## config.mk

```make
export PLATFORM = sky130hd
export DESIGN_NAME = lcd_8080_bus_master
export DESIGN_NICKNAME = d
export VERILOG_FILES = /design/src/rtl/lcd_8080_bus_master.sv
export SDC_FILE = /design/constraint.sdc
export NUM_CORES = 1
export LEC_CHECK = 0
export ABC_AREA = 1
export BUFFER_PORTS_ARGS = -buffer_cell sky130_fd_sc_hd__buf_4
export CORE_MARGIN = 3
export CORE_UTILIZATION = 45
export DETAILED_ROUTE_END_ITERATION = 8
export PLACE_DENSITY = 0.7
export SETUP_SLACK_MARGIN = 0.3
export SYNTH_ARGS = -nofsm -noshare
export SYNTH_HDL_FRONTEND = slang
export SYNTH_SLANG_ARGS = --single-unit
```

## constraint.sdc

```tcl
create_clock -name clk -period 2.93 [get_ports clk]
set_clock_uncertainty 0.2 [all_clocks]
set_input_delay 0.586 -clock clk [delete_from_list [all_inputs] [get_ports clk]]
set_output_delay 0.586 -clock clk [all_outputs]
set_load 0.01 [all_outputs]
```

## src/rtl/lcd_8080_bus_master.sv

```systemverilog
// rtl/lcd_8080_bus_master.sv - 8080-style parallel LCD bus master with command FIFO
//
// Ports:
//   clk, reset        system clock, synchronous active-high reset
//   cmd_valid/ready   command push handshake (ready = FIFO not full)
//   cmd_rs, cmd_rd    0 = index / 1 = data, 1 = read / 0 = write
//   cmd_data          write data (ignored for reads)
//   rsp_valid/data    one-cycle read-data pulse, data held until next read
//   hw_rst_req        request a controller hard-reset sequence
//   busy, fifo_level  activity flag and FIFO occupancy
//   lcd_*             strobes, bus drive value, tristate enable, bus sample
module lcd_8080_bus_master #(
  parameter int DATA_W      = 16,
  parameter int FIFO_DEPTH  = 8,
  parameter int WR_LOW_CYC  = 2,
  parameter int WR_HIGH_CYC = 2,
  parameter int RD_LOW_CYC  = 4,
  parameter int RD_HIGH_CYC = 3,
  parameter int RST_CYC     = 8
) (
  input  logic                          clk,
  input  logic                          reset,
  input  logic                          cmd_valid,
  output logic                          cmd_ready,
  input  logic                          cmd_rs,
  input  logic                          cmd_rd,
  input  logic [DATA_W-1:0]             cmd_data,
  output logic                          rsp_valid,
  output logic [DATA_W-1:0]             rsp_data,
  input  logic                          hw_rst_req,
  output logic                          busy,
  output logic [$clog2(FIFO_DEPTH):0]   fifo_level,
  output logic                          lcd_cs_n,
  output logic                          lcd_rs,
  output logic                          lcd_wr_n,
  output logic                          lcd_rd_n,
  output logic                          lcd_rst_n,
  output logic [DATA_W-1:0]             lcd_data_out,
  output logic                          lcd_data_oe,
  input  logic [DATA_W-1:0]             lcd_data_in
);

  localparam int AW = (FIFO_DEPTH > 1) ? $clog2(FIFO_DEPTH) : 1;
  localparam int LW = $clog2(FIFO_DEPTH) + 1;
  localparam int EW = DATA_W + 2;
  localparam int CW = 16;

  localparam logic [2:0] S_RST   = 3'd0;
  localparam logic [2:0] S_IDLE  = 3'd1;
  localparam logic [2:0] S_SETUP = 3'd2;
  localparam logic [2:0] S_LOW   = 3'd3;
  localparam logic [2:0] S_HIGH  = 3'd4;

  // FIFO entry layout: {rs, rd, data}
  logic [EW-1:0] mem [FIFO_DEPTH];
  logic [AW-1:0] wr_ptr;
  logic [AW-1:0] rd_ptr;
  logic [LW-1:0] count;
  logic [LW-1:0] count_next;
  logic [EW-1:0] head;

  logic [2:0]    state;
  logic [CW-1:0] cnt;
  logic          cur_rd;
  logic          rst_pend;

  logic          push;
  logic          pop;
  logic          high_done;
  logic [CW-1:0] low_last;
  logic [CW-1:0] high_last;

  assign push       = cmd_valid & cmd_ready;
  assign head       = mem[rd_ptr];
  assign low_last   = cur_rd ? CW'(RD_LOW_CYC - 1)  : CW'(WR_LOW_CYC - 1);
  assign high_last  = cur_rd ? CW'(RD_HIGH_CYC - 1) : CW'(WR_HIGH_CYC - 1);
  assign high_done  = (state == S_HIGH) && (cnt == high_last);
  // A pending hard reset blocks new pops so the sequence runs between transfers.
  assign pop        = (count != '0) && !rst_pend && ((state == S_IDLE) || high_done);
  assign count_next = count + LW'(push) - LW'(pop);
  assign fifo_level = count;

  // Storage has no reset; the pointers define what is valid.
  always_ff @(posedge clk) begin
    if (push) begin
      mem[wr_ptr] <= {cmd_rs, cmd_rd, cmd_data};
    end
  end

  always_ff @(posedge clk) begin
    if (reset) begin
      wr_ptr    <= '0;
      rd_ptr    <= '0;
      count     <= '0;
      cmd_ready <= 1'b1;
      busy      <= 1'b1;
      rst_pend  <= 1'b0;
    end else begin
      if (push) wr_ptr <= wr_ptr + AW'(1);
      if (pop)  rd_ptr <= rd_ptr + AW'(1);
      count     <= count_next;
      // Registered from the next occupancy so a full FIFO never takes an extra push.
      cmd_ready <= (count_next != LW'(FIFO_DEPTH));
      busy      <= (state != S_IDLE) || (count != '0);
      // The flag is consumed only when IDLE acts on it.
      rst_pend  <= (rst_pend && (state != S_IDLE)) || hw_rst_req;
    end
  end

  always_ff @(posedge clk) begin
    if (reset) begin
      state        <= S_RST;
      cnt          <= '0;
      cur_rd       <= 1'b0;
      lcd_rst_n    <= 1'b0;
      lcd_cs_n     <= 1'b1;
      lcd_wr_n     <= 1'b1;
      lcd_rd_n     <= 1'b1;
      lcd_rs       <= 1'b0;
      lcd_data_out <= '0;
      lcd_data_oe  <= 1'b0;
      rsp_valid    <= 1'b0;
      rsp_data     <= '0;
    end else begin
      rsp_valid <= 1'b0;
      case (state)
        S_RST: begin
          if (cnt == CW'(RST_CYC - 1)) begin
            state     <= S_IDLE;
            cnt       <= '0;
            lcd_rst_n <= 1'b1;
          end else begin
            cnt <= cnt + CW'(1);
          end
        end
        S_IDLE: begin
          if (rst_pend) begin
            state     <= S_RST;
            cnt       <= '0;
            lcd_rst_n <= 1'b0;
          end
        end
        S_SETUP: begin
          state <= S_LOW;
          cnt   <= '0;
          if (cur_rd) lcd_rd_n <= 1'b0;
          else        lcd_wr_n <= 1'b0;
        end
        S_LOW: begin
          if (cnt == low_last) begin
            state    <= S_HIGH;
            cnt      <= '0;
            lcd_wr_n <= 1'b1;
            lcd_rd_n <= 1'b1;
            // Capture on the last LOW edge, while the panel still drives the bus.
            if (cur_rd) begin
              rsp_data  <= lcd_data_in;
              rsp_valid <= 1'b1;
            end
          end else begin
            cnt <= cnt + CW'(1);
          end
        end
        S_HIGH: begin
          if (cnt == high_last) begin
            if (!pop) begin
              state       <= S_IDLE;
              lcd_cs_n    <= 1'b1;
              lcd_data_oe <= 1'b0;
            end
          end else begin
            cnt <= cnt + CW'(1);
          end
        end
        default: begin
          state       <= S_RST;
          cnt         <= '0;
          lcd_rst_n   <= 1'b0;
          lcd_cs_n    <= 1'b1;
          lcd_wr_n    <= 1'b1;
          lcd_rd_n    <= 1'b1;
          lcd_data_oe <= 1'b0;
        end
      endcase

      // Loading a new entry; from HIGH this keeps cs_n low for back-to-back transfers.
      if (pop) begin
        state       <= S_SETUP;
        cnt         <= '0;
        cur_rd      <= head[DATA_W];
        lcd_rs      <= head[DATA_W+1];
        lcd_cs_n    <= 1'b0;
        lcd_data_oe <= !head[DATA_W];
        if (!head[DATA_W]) lcd_data_out <= head[DATA_W-1:0];
      end
    end
  end

endmodule
```

==> out/qor.yml <==
die:
  row_count: 51
  dieArea_sq_mm: 0.02221
  die-height_um: 149.0
  core_sq_mm: 0.01978
  num_io_pins: 83
  initial_utilization: 0.4653
  chipWidth_um: 149.0
clock_tree:
  h-tree-depth: 1
  clk_path_buf_depth: 3
  ctsRootBufferMaster: "clkbuf_16"
  cts.reportedPaths.clkPinSlew_ps: 60
  clock_insertion_delay_worst_skew_ps: 520
  cts_inserted_buffers: 23
  numClockSinks: 219
  holdBufCountCts: 0
  cts_tree: "built"
placement:
  finalWeightedCongestion: 0.9042
  numPlacedInstances: 1284
  quantity_of_i_o_buffers_inserted_on_ports: 82
  hpwl_mm: 13.20
setup_path:
  startpoint_of_the_lowest_slack_register_to_register_path: "cnt[4]$_SDFFE_PP0P_"
  timing.critical_path.from_type: "register"
  crit_path_max_fanout: 5
  worst_r2r_endpoint: "cmd_ready$_SDFF_PP1_"
  timing.reg2reg.worst_path_depth: 14
  arrival_time_worst_endpoint_ps: 2740
  critPathKind: "reg2reg"
  reg2reg_slack_ps: 380
  worst_setup_path_end_kind: "register"
  cp_startpoint: "cnt[4]$_SDFFE_PP0P_"
  worstPathRequired_ps: 3120
  capture_point_of_the_worst_path: "cmd_ready$_SDFF_PP1_"
sta:
  max_freq_mhz: 392.1
  setup_tns_ps: 0
  drv_slew: 0
  worst_pin_slew_ps: 695.6
  rsz0062_at_grt: "true"
  hold_violations: 0
  report.final.setup_viol: 0
  period_minus_slack_ps: 2550
  fin_crit_sh: 0.8704
  relSlewSlack: 0.5352
power_and_ir_drop:
  total_power_mw: 8.695
  powerDensity_mw_per_mm2: 781.7
  ir_worst_vdd_mv: 0.4778
  power_leakage_nw: 4.492
routing:
  post-route-drc-count: 0
  1st_iter_drt_viols: 532
  wirelength_mm: 21.98
  post_drt_wl_per_cell_um: 16.46
  detailedRoute.firstPassIterationCount: 5
  drtAntennaViolNets: 0
  viasPerCell: 5.259
  routed-via-count: 7021
layout:
  layout.nets: 1099
  instances_no_fill: 1335
  antenna_cells_inserted: 0
  post_route_cells_drive_above_1_share: 0.1916
  multiInputGateArea_sq_mm: 0.003018
  seqCellArea_sq_mm: 0.005843
  flow.area_growth_from_synthesis_pct: 20.84
  fill_cells: 1758
synthesis:
  netlist_top_cells_area: "edfxtp_1, dfxtp_1, nand2_1, nand3_1, nor2_1"
  synth_compound_gate_area_share: 0.04336
  synth_top_family_by_area: "simple AND/OR/NAND/NOR gates"
  synth_simple_gate_area_frac: 0.2596
  ys_warn_count: 0
  synthesis.instances: 956
  synth.yosys.seq_area_share: 0.6329
  post_synth_mux_area_share: 0
  synth_adder_area_share: 0.01169
  synth_cell_types: 36
  yosys.area_share.xor_xnor: 0.006660
  synth.net_count: 1002
  synth_seq_cells: 219
  synth_top_cell_by_area: "edfxtp_1"
  synthesis.area_per_instance_sq_um: 9.629
  synth_top_area_share: 0.4698
  mappedNetlistArea_sq_mm: 0.009205
global_routing:
  antenna_found_initial: 0
  use_met1: 0.2616
  grtUsageMet2: 0.3327
  grt_most_used_layer: "met2"
  grt_pass1_vias: 6674
  grt-ovfl-total: 0
  met3_usage: 0.02917
  grt_max_degree: 43
  grt_pass1_wl_mm: 35.02
  globalRouteTotalUtil: 0.1957
hold_path:
  min-delay-path-class: "in2reg"
status:
  status: "complete, no violations"
flow_run:
  drv_cap: 0
[kinds of logic (layout without fill, tap and decap cells)]
logic type / after synthesis / count (layout)
buffers and inverters: 101 / 215
AND/OR/NAND/NOR: 549 / 549
flip-flops: 219 / 219
adder cells (fa/ha/maj): 8 / 8
AO/OA/AOI/OAI: 72 / 72
XOR/XNOR: 7 / 7
[final cells by class]
type | count | share of cell area
clock buffer | 31 | 0.06029
clock inverter | 11 | 0.01575
multi-input combinational | 636 | 0.2713
timing repair buffer | 112 | 0.07672
sequential | 219 | 0.5253
inverter | 61 | 0.02081
tap | 265 | 0.02981
[layout by cell type, fill, tap and decap left out, types with 5 or more instances in the layout]
cell       instances
ha_1               6
nand3_1          146
nand4_1           24
o21ai_0           28
nor2_4             5
a21oi_1           26
xor2_1             7
edfxtp_1         144
inv_2             13
nor3_1             5
inv_1             45
dfxtp_2            8
nor2_1            84
clkbuf_16         24
dfxtp_1           65
nand2_1          263
nand2_2            6
nor2_2            11
buf_4            111
[per-layer routing]
metal,share of wire,up-vias
met3,0.058,38
met5,0,-
met4,0.026,0
li1,-,3439
met2,0.49,215
met1,0.43,3329
[registers in the layout (all words and copies together) (netlist names), 3 cells and up, named ones only]
register,cells
rsp_data,16
rd_ptr,3
cnt,16
wr_ptr,3
lcd_data_out,16
state,3
fifo_level,4
mem,144
[where the power goes]
group / total, mW / switching [mW] / internal, mW
logic: 1.85 / 1.24 / 0.605
registers: 3.69 / 0.124 / 3.56
clock network: 3.16 / 1.19 / 1.97
[critical path: stages (launching register included)]
cell and delay (ps):
dfxtp_4 360, nor2_2 130, nand2_2 90, nor2_4 170, nand4_4 140, nand2_4 130
nand2_2 80, nor2_4 130, inv_1 60, nand2_1 70, ha_2 180, inv_1 50
fa_1 360, xor2_1 180, nand4_1 110
[cells in the mapped netlist]
cell type and instances:
buf_4 1, o22ai_1 2, o21ai_0 28, o31ai_1 2, nor3_4 1, xor2_1 7
a21o_1 1, edfxtp_1 144, clkinv_1 3, nor2_4 3, nor3_1 5, inv_1 46
nor2_1 95, buf_6 3, nand4_1 24, nand2_2 4, o211ai_1 3, buf_2 11
o21a_1 1, fa_1 1, o31a_1 1, ha_1 7, nand3_2 2, nand3_1 146
inv_4 1, inv_2 11, a21oi_4 1, buf_1 7, clkbuf_1 18, nand2_1 266
a31oi_1 3, o21ai_1 4, nand4_4 1, a21oi_1 26, nor2_2 2, dfxtp_1 75
[stage by stage]
step                      setup slack, ps  utilization  hold slack, ps  area [sq um]
after CTS                           304.7       0.5571           73.12         11020
final                               379.7       0.5623           90.86         11120
after floorplan                     396.5            -           262.7          9205
after global placement              299.4       0.5133           241.7         10150
after detailed placement            190.2       0.5133           251.3         10150
after global routing                215.2       0.5623           76.04         11120
[worst min path at each step]
stage	start	endpoint	slack, ps	cells after the start
after CTS	cmd_data[14]	mem[4][14]$_DFFE_PP_	70	1
after global routing	cmd_data[2]	mem[1][2]$_DFFE_PP_	80	1
after global placement	lcd_wr_n$_SDFFE_PP1P_	lcd_wr_n$_SDFFE_PP1P_	240	2
after floorplan	wr_ptr[0]$_SDFFE_PP0P_	wr_ptr[0]$_SDFFE_PP0P_	260	2
after detailed placement	lcd_rd_n$_SDFFE_PP1P_	lcd_rd_n$_SDFFE_PP1P_	250	2
final	lcd_data_in[11]	rsp_data[11]$_SDFFE_PP0P_	90	3
[timing repair]
| item | in CTS | in global routing |
|---|---|---|
| pin swaps | 3 | 9 |
| resized for setup | 4 | 19 |
| endpoints found under the setup margin | 2 | 20 |
| buffers inserted | 2 | 7 |
| hold endpoints to repair | 0 | 0 |
(Power assumes the default switching activity.)
